[src/rtl/router_pkg.sv]
// Shared types and default sizing for the input tile scheduler and its address calculator.
package router_pkg;

    localparam int ADDR_WIDTH_DEF   = 8;
    localparam int KERNEL_SIZE_DEF  = 3;
    localparam int ROUTER_COUNT_DEF = 4;
    localparam int TIMEOUT_W_DEF    = 8;

    typedef enum logic [2:0] {
        S_IDLE,
        S_CLEAR,
        S_LAUNCH,
        S_ROUTE,
        S_DRAIN,
        S_NEXT,
        S_ABORT,
        S_DONE
    } sched_state_e;

endpackage

[src/rtl/tile_addr_calc.sv]
// Registered tile read window: start = base + idx*stride*size, end = start + K*size - 1,
// with a flag when either value does not fit in ADDR_WIDTH bits.
module tile_addr_calc
    import router_pkg::*;
#(
    parameter int ADDR_WIDTH  = ADDR_WIDTH_DEF,
    parameter int KERNEL_SIZE = KERNEL_SIZE_DEF
) (
    input  logic                  clk_i,
    input  logic                  rst_i,
    input  logic [ADDR_WIDTH-1:0] base_i,
    input  logic [ADDR_WIDTH-1:0] size_i,
    input  logic [ADDR_WIDTH-1:0] stride_i,
    input  logic [ADDR_WIDTH-1:0] idx_i,
    output logic [ADDR_WIDTH-1:0] start_o,
    output logic [ADDR_WIDTH-1:0] end_o,
    output logic                  ovf_o
);

    // Wide enough that idx*stride*size + base + K*size can never wrap.
    localparam int WW = 3 * ADDR_WIDTH + 2;

    logic [WW-1:0]         prod_w, span_w, start_w, end_w;
    logic [ADDR_WIDTH-1:0] start_q, start_d, end_q, end_d;
    logic                  ovf_q, ovf_d;

    // Full-precision window arithmetic; a zero-height window collapses to end == start.
    always_comb begin
        prod_w  = WW'(idx_i) * WW'(stride_i) * WW'(size_i);
        span_w  = WW'(KERNEL_SIZE) * WW'(size_i);
        start_w = WW'(base_i) + prod_w;
        end_w   = (span_w == '0) ? start_w : start_w + span_w - WW'(1);
        start_d = start_w[ADDR_WIDTH-1:0];
        end_d   = end_w[ADDR_WIDTH-1:0];
        ovf_d   = (end_w[WW-1:ADDR_WIDTH] != '0);
    end

    // Window registers; the scheduler feeds next-state config so results line up with CLEAR.
    always_ff @(posedge clk_i or posedge rst_i) begin
        if (rst_i) begin
            start_q <= '0;
            end_q   <= '0;
            ovf_q   <= 1'b0;
        end else begin
            start_q <= start_d;
            end_q   <= end_d;
            ovf_q   <= ovf_d;
        end
    end

    assign start_o = start_q;
    assign end_o   = end_q;
    assign ovf_o   = ovf_q;

endmodule

[src/rtl/input_tile_scheduler.sv]
// Walks input_router across a conv layer one output row at a time:
// clear, program window, route, then meter ROUTER_COUNT beats to the PE array.
module input_tile_scheduler
    import router_pkg::*;
#(
    parameter int ADDR_WIDTH   = ADDR_WIDTH_DEF,
    parameter int KERNEL_SIZE  = KERNEL_SIZE_DEF,
    parameter int ROUTER_COUNT = ROUTER_COUNT_DEF,
    parameter int TIMEOUT_W    = TIMEOUT_W_DEF
) (
    input  logic                  i_clk,
    input  logic                  i_rst,
    input  logic                  i_start,
    input  logic                  i_abort,
    input  logic [ADDR_WIDTH-1:0] i_base_addr,
    input  logic [ADDR_WIDTH-1:0] i_i_size,
    input  logic [ADDR_WIDTH-1:0] i_o_size,
    input  logic [ADDR_WIDTH-1:0] i_stride,
    input  logic                  i_route_done,
    input  logic                  i_data_out_ready,
    input  logic                  i_array_ready,
    output logic                  o_router_en,
    output logic                  o_router_clear,
    output logic [ADDR_WIDTH-1:0] o_start_addr,
    output logic [ADDR_WIDTH-1:0] o_addr_end,
    output logic                  o_data_out_en,
    output logic [ADDR_WIDTH-1:0] o_tile_idx,
    output logic                  o_busy,
    output logic                  o_done,
    output logic                  o_err
);

    localparam int TW = (TIMEOUT_W > 0) ? TIMEOUT_W : 1;
    localparam int BW = $clog2(ROUTER_COUNT + 1);

    sched_state_e          state_q, state_d;
    logic [ADDR_WIDTH-1:0] base_q, base_d, isize_q, isize_d;
    logic [ADDR_WIDTH-1:0] osize_q, osize_d, stride_q, stride_d;
    logic [ADDR_WIDTH-1:0] idx_q, idx_d;
    logic                  err_q, err_d, done_q;
    logic [BW-1:0]         beat_q, beat_d;
    logic [TW-1:0]         wd_q, wd_d;
    logic                  router_en, router_clear, dout_en, calc_ovf;

    // Window is computed from next-state config/index so it is registered and valid in CLEAR.
    tile_addr_calc #(
        .ADDR_WIDTH (ADDR_WIDTH),
        .KERNEL_SIZE(KERNEL_SIZE)
    ) u_calc (
        .clk_i   (i_clk),
        .rst_i   (i_rst),
        .base_i  (base_d),
        .size_i  (isize_d),
        .stride_i(stride_d),
        .idx_i   (idx_d),
        .start_o (o_start_addr),
        .end_o   (o_addr_end),
        .ovf_o   (calc_ovf)
    );

    // Next-state and router handshake decode.
    always_comb begin
        state_d      = state_q;
        base_d       = base_q;
        isize_d      = isize_q;
        osize_d      = osize_q;
        stride_d     = stride_q;
        idx_d        = idx_q;
        err_d        = err_q;
        beat_d       = beat_q;
        wd_d         = wd_q;
        router_en    = 1'b0;
        router_clear = 1'b0;
        dout_en      = 1'b0;
        case (state_q)
            S_IDLE: begin
                // done_q still counts as busy, so a start on the done cycle is dropped.
                if (i_start && !i_abort && !done_q) begin
                    base_d   = i_base_addr;
                    isize_d  = i_i_size;
                    osize_d  = i_o_size;
                    stride_d = (i_stride == '0) ? ADDR_WIDTH'(1) : i_stride;
                    idx_d    = '0;
                    err_d    = 1'b0;
                    state_d  = (i_o_size == '0) ? S_DONE : S_CLEAR;
                end
            end
            S_CLEAR: begin
                router_clear = 1'b1;
                if (calc_ovf) begin
                    err_d   = 1'b1;
                    state_d = S_DONE;
                end else begin
                    state_d = S_LAUNCH;
                end
            end
            S_LAUNCH: begin
                router_en = 1'b1;
                wd_d      = '0;
                beat_d    = '0;
                state_d   = S_ROUTE;
            end
            S_ROUTE: begin
                router_en = 1'b1;
                if (i_route_done) begin
                    state_d = S_DRAIN;
                end else if (TIMEOUT_W > 0) begin
                    wd_d = wd_q + TW'(1);
                    if (wd_d == '1) begin
                        err_d   = 1'b1;
                        state_d = S_DONE;
                    end
                end
            end
            S_DRAIN: begin
                dout_en = i_data_out_ready & i_array_ready;
                if (dout_en) begin
                    beat_d = beat_q + BW'(1);
                    if (beat_q == BW'(ROUTER_COUNT - 1)) state_d = S_NEXT;
                end
            end
            S_NEXT: begin
                idx_d   = idx_q + ADDR_WIDTH'(1);
                state_d = (idx_q == osize_q - ADDR_WIDTH'(1)) ? S_DONE : S_CLEAR;
            end
            S_ABORT: begin
                router_clear = 1'b1;
                state_d      = S_DONE;
            end
            S_DONE:  state_d = S_IDLE;
            default: state_d = S_IDLE;
        endcase
        // Abort is not taken once the layer is already finishing (ABORT/DONE).
        // A CLEAR cycle already clears the router, so it goes straight to DONE.
        if (i_abort && (state_q inside {S_CLEAR, S_LAUNCH, S_ROUTE, S_DRAIN, S_NEXT})) begin
            err_d   = 1'b1;
            state_d = (state_q == S_CLEAR) ? S_DONE : S_ABORT;
        end
    end

    // State, latched config, counters and the registered done pulse.
    always_ff @(posedge i_clk or posedge i_rst) begin
        if (i_rst) begin
            state_q  <= S_IDLE;
            base_q   <= '0;
            isize_q  <= '0;
            osize_q  <= '0;
            stride_q <= '0;
            idx_q    <= '0;
            err_q    <= 1'b0;
            beat_q   <= '0;
            wd_q     <= '0;
            done_q   <= 1'b0;
        end else begin
            state_q  <= state_d;
            base_q   <= base_d;
            isize_q  <= isize_d;
            osize_q  <= osize_d;
            stride_q <= stride_d;
            idx_q    <= idx_d;
            err_q    <= err_d;
            beat_q   <= beat_d;
            wd_q     <= wd_d;
            done_q   <= (state_q == S_DONE);
        end
    end

    assign o_router_en    = router_en;
    assign o_router_clear = router_clear;
    assign o_data_out_en  = dout_en;
    assign o_tile_idx     = idx_q;
    assign o_busy         = (state_q != S_IDLE) | done_q;
    assign o_done         = done_q;
    assign o_err          = err_q;

endmodule

[config.mk]
export PLATFORM = sky130hd
export DESIGN_NAME = input_tile_scheduler
export DESIGN_NICKNAME = d
export VERILOG_FILES = /design/src/rtl/router_pkg.sv /design/src/rtl/tile_addr_calc.sv /design/src/rtl/input_tile_scheduler.sv
export SDC_FILE = /design/constraint.sdc
export NUM_CORES = 1
export LEC_CHECK = 0
export CAP_MARGIN = 20
export CELL_PAD_IN_SITES_DETAIL_PLACEMENT = 1
export CELL_PAD_IN_SITES_GLOBAL_PLACEMENT = 2
export CORE_ASPECT_RATIO = 1.4
export CORE_MARGIN = 2
export CORE_UTILIZATION = 34
export DETAILED_ROUTE_END_ITERATION = 12
export HOLD_SLACK_MARGIN = 0.02
export PLACE_DENSITY = 0.87
export SLEW_MARGIN = 10
export SYNTH_ARGS = -nofsm -noshare
export SYNTH_HDL_FRONTEND = slang
export SYNTH_SLANG_ARGS = --single-unit
[constraint.sdc]
create_clock -name i_clk -period 12.31 [get_ports i_clk]
set_clock_uncertainty 0.15 [all_clocks]
set_input_delay 2.462 -clock i_clk [delete_from_list [all_inputs] [get_ports i_clk]]
set_output_delay 2.462 -clock i_clk [all_outputs]
set_load 0.01 [all_outputs]
==> run metrics <==
CTS H-tree depth 3; worst-case clock buffer depth 2; clock sinks 73; Yosys warnings 0; num rows 82; IO Count 69; Clock Tree Root clkbuf_16; global-route wire length before repair between 60000 and 70000 um; initial DRC count 377; setup ws final -0.502 ns; vias in the first global route 13400; ys flop type dfrtp_1; input/output buffers 68; Hold-fix buffers, CTS 0; WL per Instance 17.4 um; Final GP Congestion 0.844; initial antenna violation count 0; hpwl dp 33700 um; Initial DRT Pass Iterations 4; Starting Density 0.344; TritonCTS clock tree built; Tot GR Track Use 0.224; Num CTS Buffers 9; core area around 0.036 sq mm; count leader, synth inv_1; Post-synth EDFFs 0; Max Slew Vio Count 0; die width 165 um; Cell Area, Synth 0.0123 sq mm; register area 0.00183 sq mm; Die ar. 0.0377 sq mm; critical path required time between 10 and 15 ns; Yosys cell types 77; crit share post-route 1.04; Seq/Total Area, Yosys 0.149; Synth Instances ~1500; Non-Filler Instances 2298; vias per inst 5.13; P&R area growth vs syn 33.1%; final hold violations 0; CP max stage cell fa_2; Worst-Margin Slew 0.925 ns; Placed Cells 2263; Via Count approximately 12000; final setup TNS -0.502 ns; area of the multi-input gates slightly below 0.01 sq mm; RSZ-0062 raised after global routing true; Die Height 229 um; Remaining Overflow, GRT 0; layout cells sized above 1 0.215; nets 2136; Max Fclk 78.1 MHz; syn_nets 1817; Post-route DRC 0; top cells by area, synth fa_1 21%, dfrtp_1 15%, ha_1 14%; #FFs+latches synth 73; Avg Cell Area, Syn 8.13 sq um; hold crit path type reg -> reg; Reg clk slew, reported paths 0.08 ns; critical path peak fanout 6; slowest stage delay, CP 0.59 ns; failing checks negative setup slack; status finished, violations left; CP Launch Type primary input; ys async rst share 1.00; critical path type in -> reg; Tmin final 12.81 ns; WL final between 30000 and 40000 um; Post-synth top cells 277 x inv_1, 176 x nand2_1, 136 x ha_1; clk_lat worst skew about 0.38 ns; Setup Viol. Count Final 1; ANT cells 0; largest net degree at the start of global routing 74; # fillers 4318; DRT antenna net count 0; kind of end point of the critical path register; Synth area leader fa_1; Slew Limit Headroom 0.379; Worst Path Arrival 12.91 ns; max-cap viol count 0; area share of the largest cell type after synthesis 0.212
[metrics by stage]
step | util | setup slack, ns | area [sq um] | hold WS, ns
4_1_cts | 0.455 | -0.432 | 16200 | 0.348
6_report | 0.458 | -0.502 | 16400 | 0.338
3_3_place_gp | 0.440 | -1.24 | 15700 | 0.320
5_1_grt | 0.458 | -0.896 | 16400 | 0.371
3_5_place_dp | 0.440 | -1.57 | 15700 | 0.336
2_1_floorplan | - | -0.138 | 12700 | 0.295
[flip-flops by register name, indices dropped and copies added (netlist names), 8 cells and up]
register        count
stride_q            8
isize_q             8
osize_q             8
o_tile_idx          8
base_q              8
u_calc.end_o        8
u_calc.start_o      8
wd_q                8
[cells by family (layout without fill, tap and decap cells)]
kind of cell             Yosys count  count (layout)  share of synthesized area
adder cells (fa/ha/maj)          266             266                      0.350
XOR/XNOR                          53              53                     0.0377
AO/OA/AOI/OAI                    268             268                      0.149
buffers and inverters            323             647                     0.0992
AND/OR/NAND/NOR                  493             493                      0.186
flip-flops                        73              73                      0.149
multiplexers                      36              36                     0.0297
[path summary, 6_finish.rpt]
path	cells past startpoint	slack, ns	from	endpoint
max in group asynchronous	4	9.07	i_rst	isize_q[5]
min reg2reg	1	0.34	beat_q[0]	beat_q[0]
min in group asynchronous	3	2.30	i_rst	u_calc.end_o[1]
min	1	0.34	beat_q[0]	beat_q[0]
max reg2reg	46	0.92	state_q[1]	u_calc.ovf_o
max	43	-0.50	i_start	u_calc.ovf_o
[cell usage in the layout (no fill, tap or decap), drive strengths merged, types with 10 or more instances in the layout]
| cell type | instances |
|---|---|
| a211oi | 13 |
| a21o | 14 |
| a21oi | 67 |
| a31oi | 12 |
| and2 | 28 |
| and3 | 22 |
| buf | 283 |
| clkdlybuf4s50 | 67 |
| dfrtp | 73 |
| fa | 130 |
| ha | 136 |
| inv | 280 |
| mux2i | 35 |
| nand2 | 177 |
| nand3 | 22 |
| nand4 | 12 |
| nor2 | 133 |
| nor3 | 31 |
| o211ai | 16 |
| o21a | 10 |
| o21ai | 65 |
| or3 | 11 |
| or4 | 10 |
| xnor2 | 36 |
| xor2 | 17 |
[layer usage]
metal	track usage	wire, um	vias to the layer above
met4	0.0948	1620	0
met3	0.0232	758	91
met1	0.237	15000	5910
met2	0.438	22600	146
li1	-	-	5632
met5	0	0	-
[critical path: cells and delay by family]
kind / cells / cell delay, ns
muxes: 1 / 0.09
adders and majority gates: 10 / 4.67
buffers and inverters: 11 / 1.56
AOI/OAI and AO/OA: 11 / 1.89
and+or+nand+nor: 10 / 2.23
[cell type report]
class / instances / area share
Clock buffer: 9 / 0.0138
Multi-Input combinational cell: 1116 / 0.598
Clock inverter: 7 / 0.00352
Tap cell: 462 / 0.0353
Inverter: 280 / 0.0643
Timing Repair Buffer: 351 / 0.173
Sequential cell: 73 / 0.112
[timing repair]
action / CTS / global route
pin swaps: 18 / 7
gates resized for setup: 40 / 13
endpoints found under the setup margin: 1 / 1
setup buffers: 15 / 3
hold endpoints to repair: 0 / 0
Power is left out: the tool's default activity adds up to more than one toggle a clock period on the data nets, which glitch-free logic cannot reach.
